**src/rtl/posit_mac_feeder.sv**
```systemverilog
// Operand sequencer ahead of the posit MAC: ping-pong buffers (weight, data) pairs
// and issues each full bank as one gap-free K-beat burst, then waits for the MAC result.
module posit_mac_feeder #(
  parameter int WIDTH   = 8,
  parameter int K       = 4,
  parameter int WK      = $clog2(K) + 1,
  parameter int GAP     = 2,
  parameter int TIMEOUT = 64,
  parameter int WT      = $clog2(TIMEOUT + 1)
) (
  input  logic             clk,
  input  logic             rstn,
  input  logic             in_vld,
  output logic             in_rdy,
  input  logic [WIDTH-1:0] w_in,
  input  logic [WIDTH-1:0] d_in,
  output logic             mac_vld_i,
  output logic [WIDTH-1:0] mac_win,
  output logic [WIDTH-1:0] mac_din,
  input  logic             mac_vld_o,
  output logic             busy,
  output logic             err_timeout,
  input  logic             err_clr
);

  localparam int WA = (K > 1) ? $clog2(K) : 1;
  localparam int WG = (GAP > 1) ? $clog2(GAP) : 1;

  typedef enum logic [1:0] {S_IDLE, S_BURST, S_WAIT, S_GAP} state_e;

  state_e               state_q;
  logic [2*WIDTH-1:0]   pairMem [2][K];
  logic [1:0]           full_q, full_d;
  logic                 fillBank_q, fillBank_d, otherBank, issueBank_q;
  logic [WK-1:0]        fillIdx_q, fillIdx_d, rdIdx_q;
  logic [WT-1:0]        tmoCnt_q;
  logic [WG-1:0]        gapCnt_q;
  logic                 macVld_q, err_q;
  logic [WIDTH-1:0]     macWin_q, macDin_q;
  logic                 fillFire, fillWrap, gapDone, startBurst, lastBeat;
  logic [2*WIDTH-1:0]   rdWord;

  always_comb begin
    otherBank  = ~fillBank_q;
    in_rdy     = rstn & ~full_q[fillBank_q];
    fillFire   = in_vld & in_rdy;
    fillWrap   = fillFire && (fillIdx_q == WK'(K - 1));
    gapDone    = (state_q == S_GAP) && (gapCnt_q == WG'(GAP - 1));
    // A burst may launch straight out of the last guard cycle so the MAC sees exactly GAP idle cycles.
    startBurst = full_q[issueBank_q] && ((state_q == S_IDLE) || gapDone);
    lastBeat   = ((state_q == S_BURST) && (rdIdx_q == WK'(K - 1))) || (startBurst && (K == 1));
    rdWord     = pairMem[issueBank_q][startBurst ? WA'(0) : rdIdx_q[WA-1:0]];
  end

  always_comb begin
    fillIdx_d  = fillIdx_q;
    fillBank_d = fillBank_q;
    full_d     = full_q;
    if (fillFire) begin
      fillIdx_d = fillWrap ? '0 : fillIdx_q + 1'b1;
    end
    // Bank switch uses registered flags only; a bank freed this cycle is seen next cycle.
    if (fillWrap) begin
      full_d[fillBank_q] = 1'b1;
      if (!full_q[otherBank]) begin
        fillBank_d = otherBank;
      end
    end else if (full_q[fillBank_q] && !full_q[otherBank]) begin
      fillBank_d = otherBank;
    end
    if (lastBeat) begin
      full_d[issueBank_q] = 1'b0;
    end
  end

  always_ff @(posedge clk or negedge rstn) begin
    if (!rstn) begin
      full_q     <= '0;
      fillBank_q <= 1'b0;
      fillIdx_q  <= '0;
    end else begin
      full_q     <= full_d;
      fillBank_q <= fillBank_d;
      fillIdx_q  <= fillIdx_d;
    end
  end

  always_ff @(posedge clk) begin
    if (fillFire) begin
      pairMem[fillBank_q][fillIdx_q[WA-1:0]] <= {w_in, d_in};
    end
  end

  always_ff @(posedge clk or negedge rstn) begin
    if (!rstn) begin
      state_q     <= S_IDLE;
      issueBank_q <= 1'b0;
      rdIdx_q     <= '0;
      tmoCnt_q    <= '0;
      gapCnt_q    <= '0;
      macVld_q    <= 1'b0;
      macWin_q    <= '0;
      macDin_q    <= '0;
      err_q       <= 1'b0;
    end else begin
      macVld_q <= 1'b0;
      if (err_clr) begin
        err_q <= 1'b0;
      end
      if (startBurst || (state_q == S_BURST)) begin
        macVld_q             <= 1'b1;
        {macWin_q, macDin_q} <= rdWord;
      end
      if (lastBeat) begin
        issueBank_q <= ~issueBank_q;
      end
      case (state_q)
        S_IDLE: begin
          rdIdx_q <= '0;
          if (startBurst) begin
            rdIdx_q  <= WK'(1);
            tmoCnt_q <= '0;
            state_q  <= (K == 1) ? S_WAIT : S_BURST;
          end
        end
        S_BURST: begin
          rdIdx_q <= rdIdx_q + 1'b1;
          if (lastBeat) begin
            rdIdx_q  <= '0;
            tmoCnt_q <= '0;
            state_q  <= S_WAIT;
          end
        end
        S_WAIT: begin
          if (mac_vld_o) begin
            gapCnt_q <= '0;
            state_q  <= S_GAP;
          end else if (tmoCnt_q == WT'(TIMEOUT - 1)) begin
            err_q    <= 1'b1;
            gapCnt_q <= '0;
            state_q  <= S_GAP;
          end else begin
            tmoCnt_q <= tmoCnt_q + 1'b1;
          end
        end
        S_GAP: begin
          if (gapDone) begin
            if (startBurst) begin
              rdIdx_q  <= WK'(1);
              tmoCnt_q <= '0;
              state_q  <= (K == 1) ? S_WAIT : S_BURST;
            end else begin
              state_q <= S_IDLE;
            end
          end else begin
            gapCnt_q <= gapCnt_q + 1'b1;
          end
        end
        default: state_q <= S_IDLE;
      endcase
    end
  end

  assign mac_vld_i   = macVld_q;
  assign mac_win     = macWin_q;
  assign mac_din     = macDin_q;
  assign busy        = (state_q != S_IDLE);
  assign err_timeout = err_q;

endmodule
```
**config.mk**
```make
export PLATFORM = sky130hd
export DESIGN_NAME = posit_mac_feeder
export DESIGN_NICKNAME = d
export VERILOG_FILES = /design/src/rtl/posit_mac_feeder.sv
export SDC_FILE = /design/constraint.sdc
export NUM_CORES = 1
export LEC_CHECK = 0
export ABC_CLOCK_PERIOD_IN_PS = 4100
export BUFFER_PORTS_ARGS = -buffer_cell sky130_fd_sc_hd__buf_2
export CAP_MARGIN = 20
export CORE_ASPECT_RATIO = 0.75
export CORE_UTILIZATION = 55
export CTS_CLUSTER_DIAMETER = 30
export DETAILED_ROUTE_END_ITERATION = 8
export GPL_TIMING_DRIVEN = 1
export PLACE_DENSITY = 0.73
export SLEW_MARGIN = 5
export SYNTH_ARGS = -nofsm -noshare
export SYNTH_HDL_FRONTEND = slang
export SYNTH_SLANG_ARGS = --single-unit
export TNS_END_PERCENT = 30
```
**constraint.sdc**
```tcl
create_clock -name clk -period 4.1 [get_ports clk]
set_input_delay 0.82 -clock clk [delete_from_list [all_inputs] [get_ports clk]]
set_output_delay 0.82 -clock clk [all_outputs]
set_load 0.1 [all_outputs]
```
# ---- Word level (Yosys, flattened, before mapping)
# Memory sizes are Yosys's and may differ from the RTL's.
# Index checks and enable logic that the tools add are counted.
dict set report totals {
  reg_bits 38
  latch_bits 0
  ramBits 128
  mem_bits_ro 0
  in_bits 21
  output_inout_bits 20
  wordCells 122
  mem_count 1
}
# name words word_bits read_ports rd_ports_with_merged_regs wr line
set memory_table {}
lappend memory_table {pairMem 2 64 1 0 1 32} ;# logic [2*WIDTH-1:0] pairMem [2][K];
dict set report op_classes {
  add_sub_neg 4
  multipliers 0
  div 0
  n_lt_le_gt_ge 8
  eq_ne 15
  shifts 0
  mux 51
  bitwise_logic 10
  n_reduce_logical 21
}
# op count
set op_table {}
lappend op_table {{64-bit two-way mux} 1}
lappend op_table {{16-bit two-way mux} 3}
lappend op_table {{7-bit two-way mux} 5}
lappend op_table {{16-bit binary-select mux with 2-bit select} 1}
lappend op_table {{16-bit demux with 2-bit select} 1}
lappend op_table {{7-bit case mux with 4 select lines} 1}
lappend op_table {{1-bit two-way mux} 22}
lappend op_table {{2-bit two-way mux} 8}
lappend op_table {{2-bit != test (second input constant)} 8}
lappend op_table {{3-bit two-way mux} 4}
lappend op_table {{3-bit case mux with 3 select lines} 1}
lappend op_table {{1-bit logical AND} 8}
lappend op_table {{2-bit case mux with 4 select lines} 1}
lappend op_table {{4-bit AND reduction} 2}
lappend op_table {{7-bit by 1-bit adder with 7-bit output (second input constant)} 1}
lappend op_table {{7-bit by 6-bit == test with 1-bit output (second input constant)} 1}
lappend op_table {{3-bit by 1-bit adder with 3-bit output (second input constant)} 2}
lappend op_table {{3-bit by 2-bit == test with 1-bit output (second input constant)} 2}
lappend op_table {{3-bit >= comparator (second input constant)} 2}
lappend op_table {{1-bit by 2-bit < comparator with 1-bit output (second input constant)} 3}
lappend op_table {{2-bit inverter with 3-bit output} 2}
lappend op_table {{3-bit AND reduction} 2}
lappend op_table {{2-bit nonzero test} 3}
lappend op_table {{2-bit == test (second input constant)} 2}
lappend op_table {{17 further kinds} 23}

# ---- Depth between registers and ports, before layout
dict set report logic_depth {
  ltp_word 9
  mapped_depth 9
  mapped_depth_nobuf 7
}

# ---- Worst setup path after synthesis
# OpenSTA, ideal clock, no wires.
dict set report synth_path {
  kind {in2out}
  startpoint {input port rstn}
  endpoint {output port in_rdy}
  arrival_ps 1554
  t_required_ps 3280
  path_slack_ps 1726
  cell_stages 1
  path_buffers 0
  cell_sequence {and2_1}
}
dict set report synth_between {
  elab_chain_len 1
}
# element line
set synth_lines {}
lappend synth_lines {{start: declaration} 12} ;# input logic rstn,
lappend synth_lines {{1-bit bitwise AND} 45} ;# in_rdy = rstn & ~full_q[fillBank_q];
lappend synth_lines {{end: declaration} 14} ;# output logic in_rdy,
# Every way passes these cells.

# ---- Worst setup path after layout
# Same ends and word-level chain as after synthesis.

==> results.yml <==
run_status:
  status: "complete, no violations"
critical_path:
  required_ns: 3.28
  critPathBufInv: 3
  cpLargestDelayFamily: "buffers and inverters"
  crit_path_frequent_cell: "buf_2"
  critPathLaunchType: "primary input"
  slowest_delay_ns: 0.46
  r2r_cells: 4
  r2r-end: "pairMem[0][8]"
  reg2reg_from: "fillBank_q"
  r2r_setup_slack_ns: 1.47
  cp_data_arrival_time_ns: 2.04
  critPathSlowestCell: "buf_4"
  crit_chain: "buf_2, buf_4, and2_1, buf_2"
  path_class: "in2out"
  critical_path.max_fanout: 40
  cp-end-kind: "output port"
routing:
  drt-initial-drc-count: 347
  viasPerCell: 6.07
  dr.pass1.iters: 5
  detail-route-antenna-nets: 0
  drc: 0
  totalWireLength_um: 14300
  wl_per_cell_um: 20.9
  vias: 4135
die:
  die_y_um: 100
  die_x_um: 133
  coreArea_um2: 12400
  die-area_um2: 13300
  io_pins: 41
  num_rows: 35
  start_util: 0.569
clock_tree:
  cts_setup_buffers: 0
  worstSkewPairLatency_ns: 0.42
  cts_hold_buf: 0
  cts_buffer_depth: 2
  cts_tree: "yes"
  numCtsBuffers: 17
  cts_htree_levels: 4
  cts_sinks: 166
  cts-root-buf: "clkbuf_16"
  clkTransAtPathRegs_ns: 0.07
  post_cts_resize_count: 0
sta:
  rsz0062_at_grt: "false"
  skew_ns: 0.0120
  fin_hold_ws_ns: 0.525
  max_freq_mhz: 349
  final.period_utilization: 0.698
  setup-violations-final: 0
  hold_viol: 0
  fin_crit_ns: 2.86
  worst_slew_pin_slew_ns: 1.10
  finalMaxSlewViolations: 0
  tns_ns: 0
  maxSlewHeadroom: 0.268
flow_run:
  timing.max_cap.violations: 0
place:
  numPortBuffers: 40
  place.gp.congestion: 0.758
  dp_hpwl_um: 8330
finish:
  syn2layout_area_growth_pct: 13.4
  layout_commonest_cell: "edfxtp_1"
  fill_cells: 869
  final_cell_mix: "edfxtp_1 (128), buf_2 (40), a21oi_1 (37)"
  final_nets: 535
  drive_gt1_frac: 0.196
  diodes: 0
synth:
  synthesis.area_um2: 7050
  synth-edff-count: 128
  ys_seq_elements: 166
  yosysUniqueCellTypes: 50
  syn-num-nets: 494
  postSynthAreaPerCell_um2: 15.3
  async_reset_ff_frac: 0.229
  synth_flop_cell: "edfxtp_1"
  synth_warnings: 0
  synth_cells: 461
  ys_seq_area_frac: 0.680
power_and_ir_drop:
  p_total_mw: 6.42
  p_per_area_nw_per_um2: 803
  swShare: 0.408
  combPwrFrac: 0.394
  clkPwrFrac: 0.254
  p_seq_frac: 0.352
  p_int_mw: 3.80
  switching_power_mw: 2.62
  peakVddDrop_mv: 0.487
  leakagePower_nw: 3.01
hold_path:
  min_from: "err_timeout"
  min_path_cells: 2
  hold_end: "err_timeout"
  hp-class: "reg2reg"
global_routing:
  grt.total_usage: 0.234
  antenna_found_initial: 0
  grt_max_degree: 52
  grt.overflow.total: 0
  grt_pass1_wl_um: 22600
  grt_pass1_vias: 4172
layout make-up:
class                   count  area, um2  share of cell area
clock buffers              17        425              0.0532
clock inverters            15        184              0.0230
inverters                  12       45.0             0.00563
multi-input cells         259       2080               0.260
flip-flops and latches    166       4800               0.600
well taps                 166        208              0.0260
repair buffers             46        258              0.0322
Yosys cell counts, types with 2 or more instances:
cell type / n / area share
a21oi_1: 37 / 0.026
a21o_1: 5 / 0.0053
a21boi_0: 3 / 0.0032
and2_1: 5 / 0.0044
mux2i_1: 35 / 0.050
a221o_1: 16 / 0.023
edfxtp_1: 128 / 0.54
and3_1: 6 / 0.0053
o21ai_0: 19 / 0.013
nand2b_1: 3 / 0.0027
o41ai_1: 3 / 0.0037
o2bb2ai_1: 16 / 0.020
a31oi_1: 3 / 0.0027
nand2_1: 24 / 0.013
clkbuf_1: 9 / 0.0048
a211oi_1: 2 / 0.0021
nor2_1: 23 / 0.012
buf_6: 2 / 0.0032
mux4_2: 15 / 0.048
dfrtp_1: 38 / 0.13
o32ai_1: 2 / 0.0025
ha_1: 12 / 0.021
o22a_1: 2 / 0.0025
buf_2: 10 / 0.0071
nand3_1: 6 / 0.0043
nor2b_1: 4 / 0.0035
inv_1: 10 / 0.0053
metrics by stage:
stage,setup slack (ns),util,area [um2],std cells
after floorplan,1.73,-,7050,461
after global placement,1.20,0.596,7390,649
after detailed placement,1.20,0.596,7390,649
after CTS,1.19,0.645,8000,681
after global routing,1.13,0.645,8000,681
final,1.24,0.645,8000,681
worst reg2reg max path: cells and delay by family (launching register included):
| family | cells | cell delay (ns) |
|---|---|---|
| mux | 1 | 0.29 |
| flops | 1 | 0.48 |
| simple gates | 3 | 1.47 |
sequential cells by signal, summed over array words and instances, names as in the netlist:
register,flops
err_timeout,1
fillBank_q,1
fillIdx_q,3
full_q,2
gapCnt_q,1
issueBank_q,1
mac_din,8
mac_vld_i,1
mac_win,8
pairMem,128
rdIdx_q,3
state_q,2
tmoCnt_q,7
kinds of logic (layout without fill, tap and decap cells):
kind of cell,after synthesis,in the layout,share of synthesized area
DFF,166,166,0.680
AOI/OAI and AO/OA,118,118,0.117
and+or+nand+nor,74,74,0.0483
muxes,54,54,0.107
buffers and inverters,36,90,0.0259
adders and majority gates,12,12,0.0213
xor gates and xnor gates,1,1,0.00124
layer usage:
layer | up-vias | GRT usage | share of wire
li1 | 1890 | - | -
met1 | 2078 | 0.319 | 0.44
met2 | 152 | 0.381 | 0.49
met3 | 15 | 0.0520 | 0.065
met4 | 0 | 0.0778 | 0.0095
met5 | - | 0 | 0
worst max-delay path by stage:
stage / start / endpoint / slack, ns / depth (start not counted)
final: rstn / in_rdy / 1.24 / 4
after global routing: rstn / in_rdy / 1.13 / 4
after CTS: rstn / in_rdy / 1.19 / 4
after detailed placement: rstn / in_rdy / 1.20 / 4
after global placement: rstn / in_rdy / 1.20 / 4
after floorplan: rstn / in_rdy / 1.73 / 1
power groups by stage:
stage	registers (mW)	logic [mW]	clock network, mW
after floorplan	2.77	1.53	0
after global placement	2.28	2.46	0
after detailed placement	2.30	2.51	0
after CTS	2.26	2.53	1.64
after global routing	2.29	2.70	1.70
final	2.26	2.53	1.63
Power figures use the tool's default switching activity.
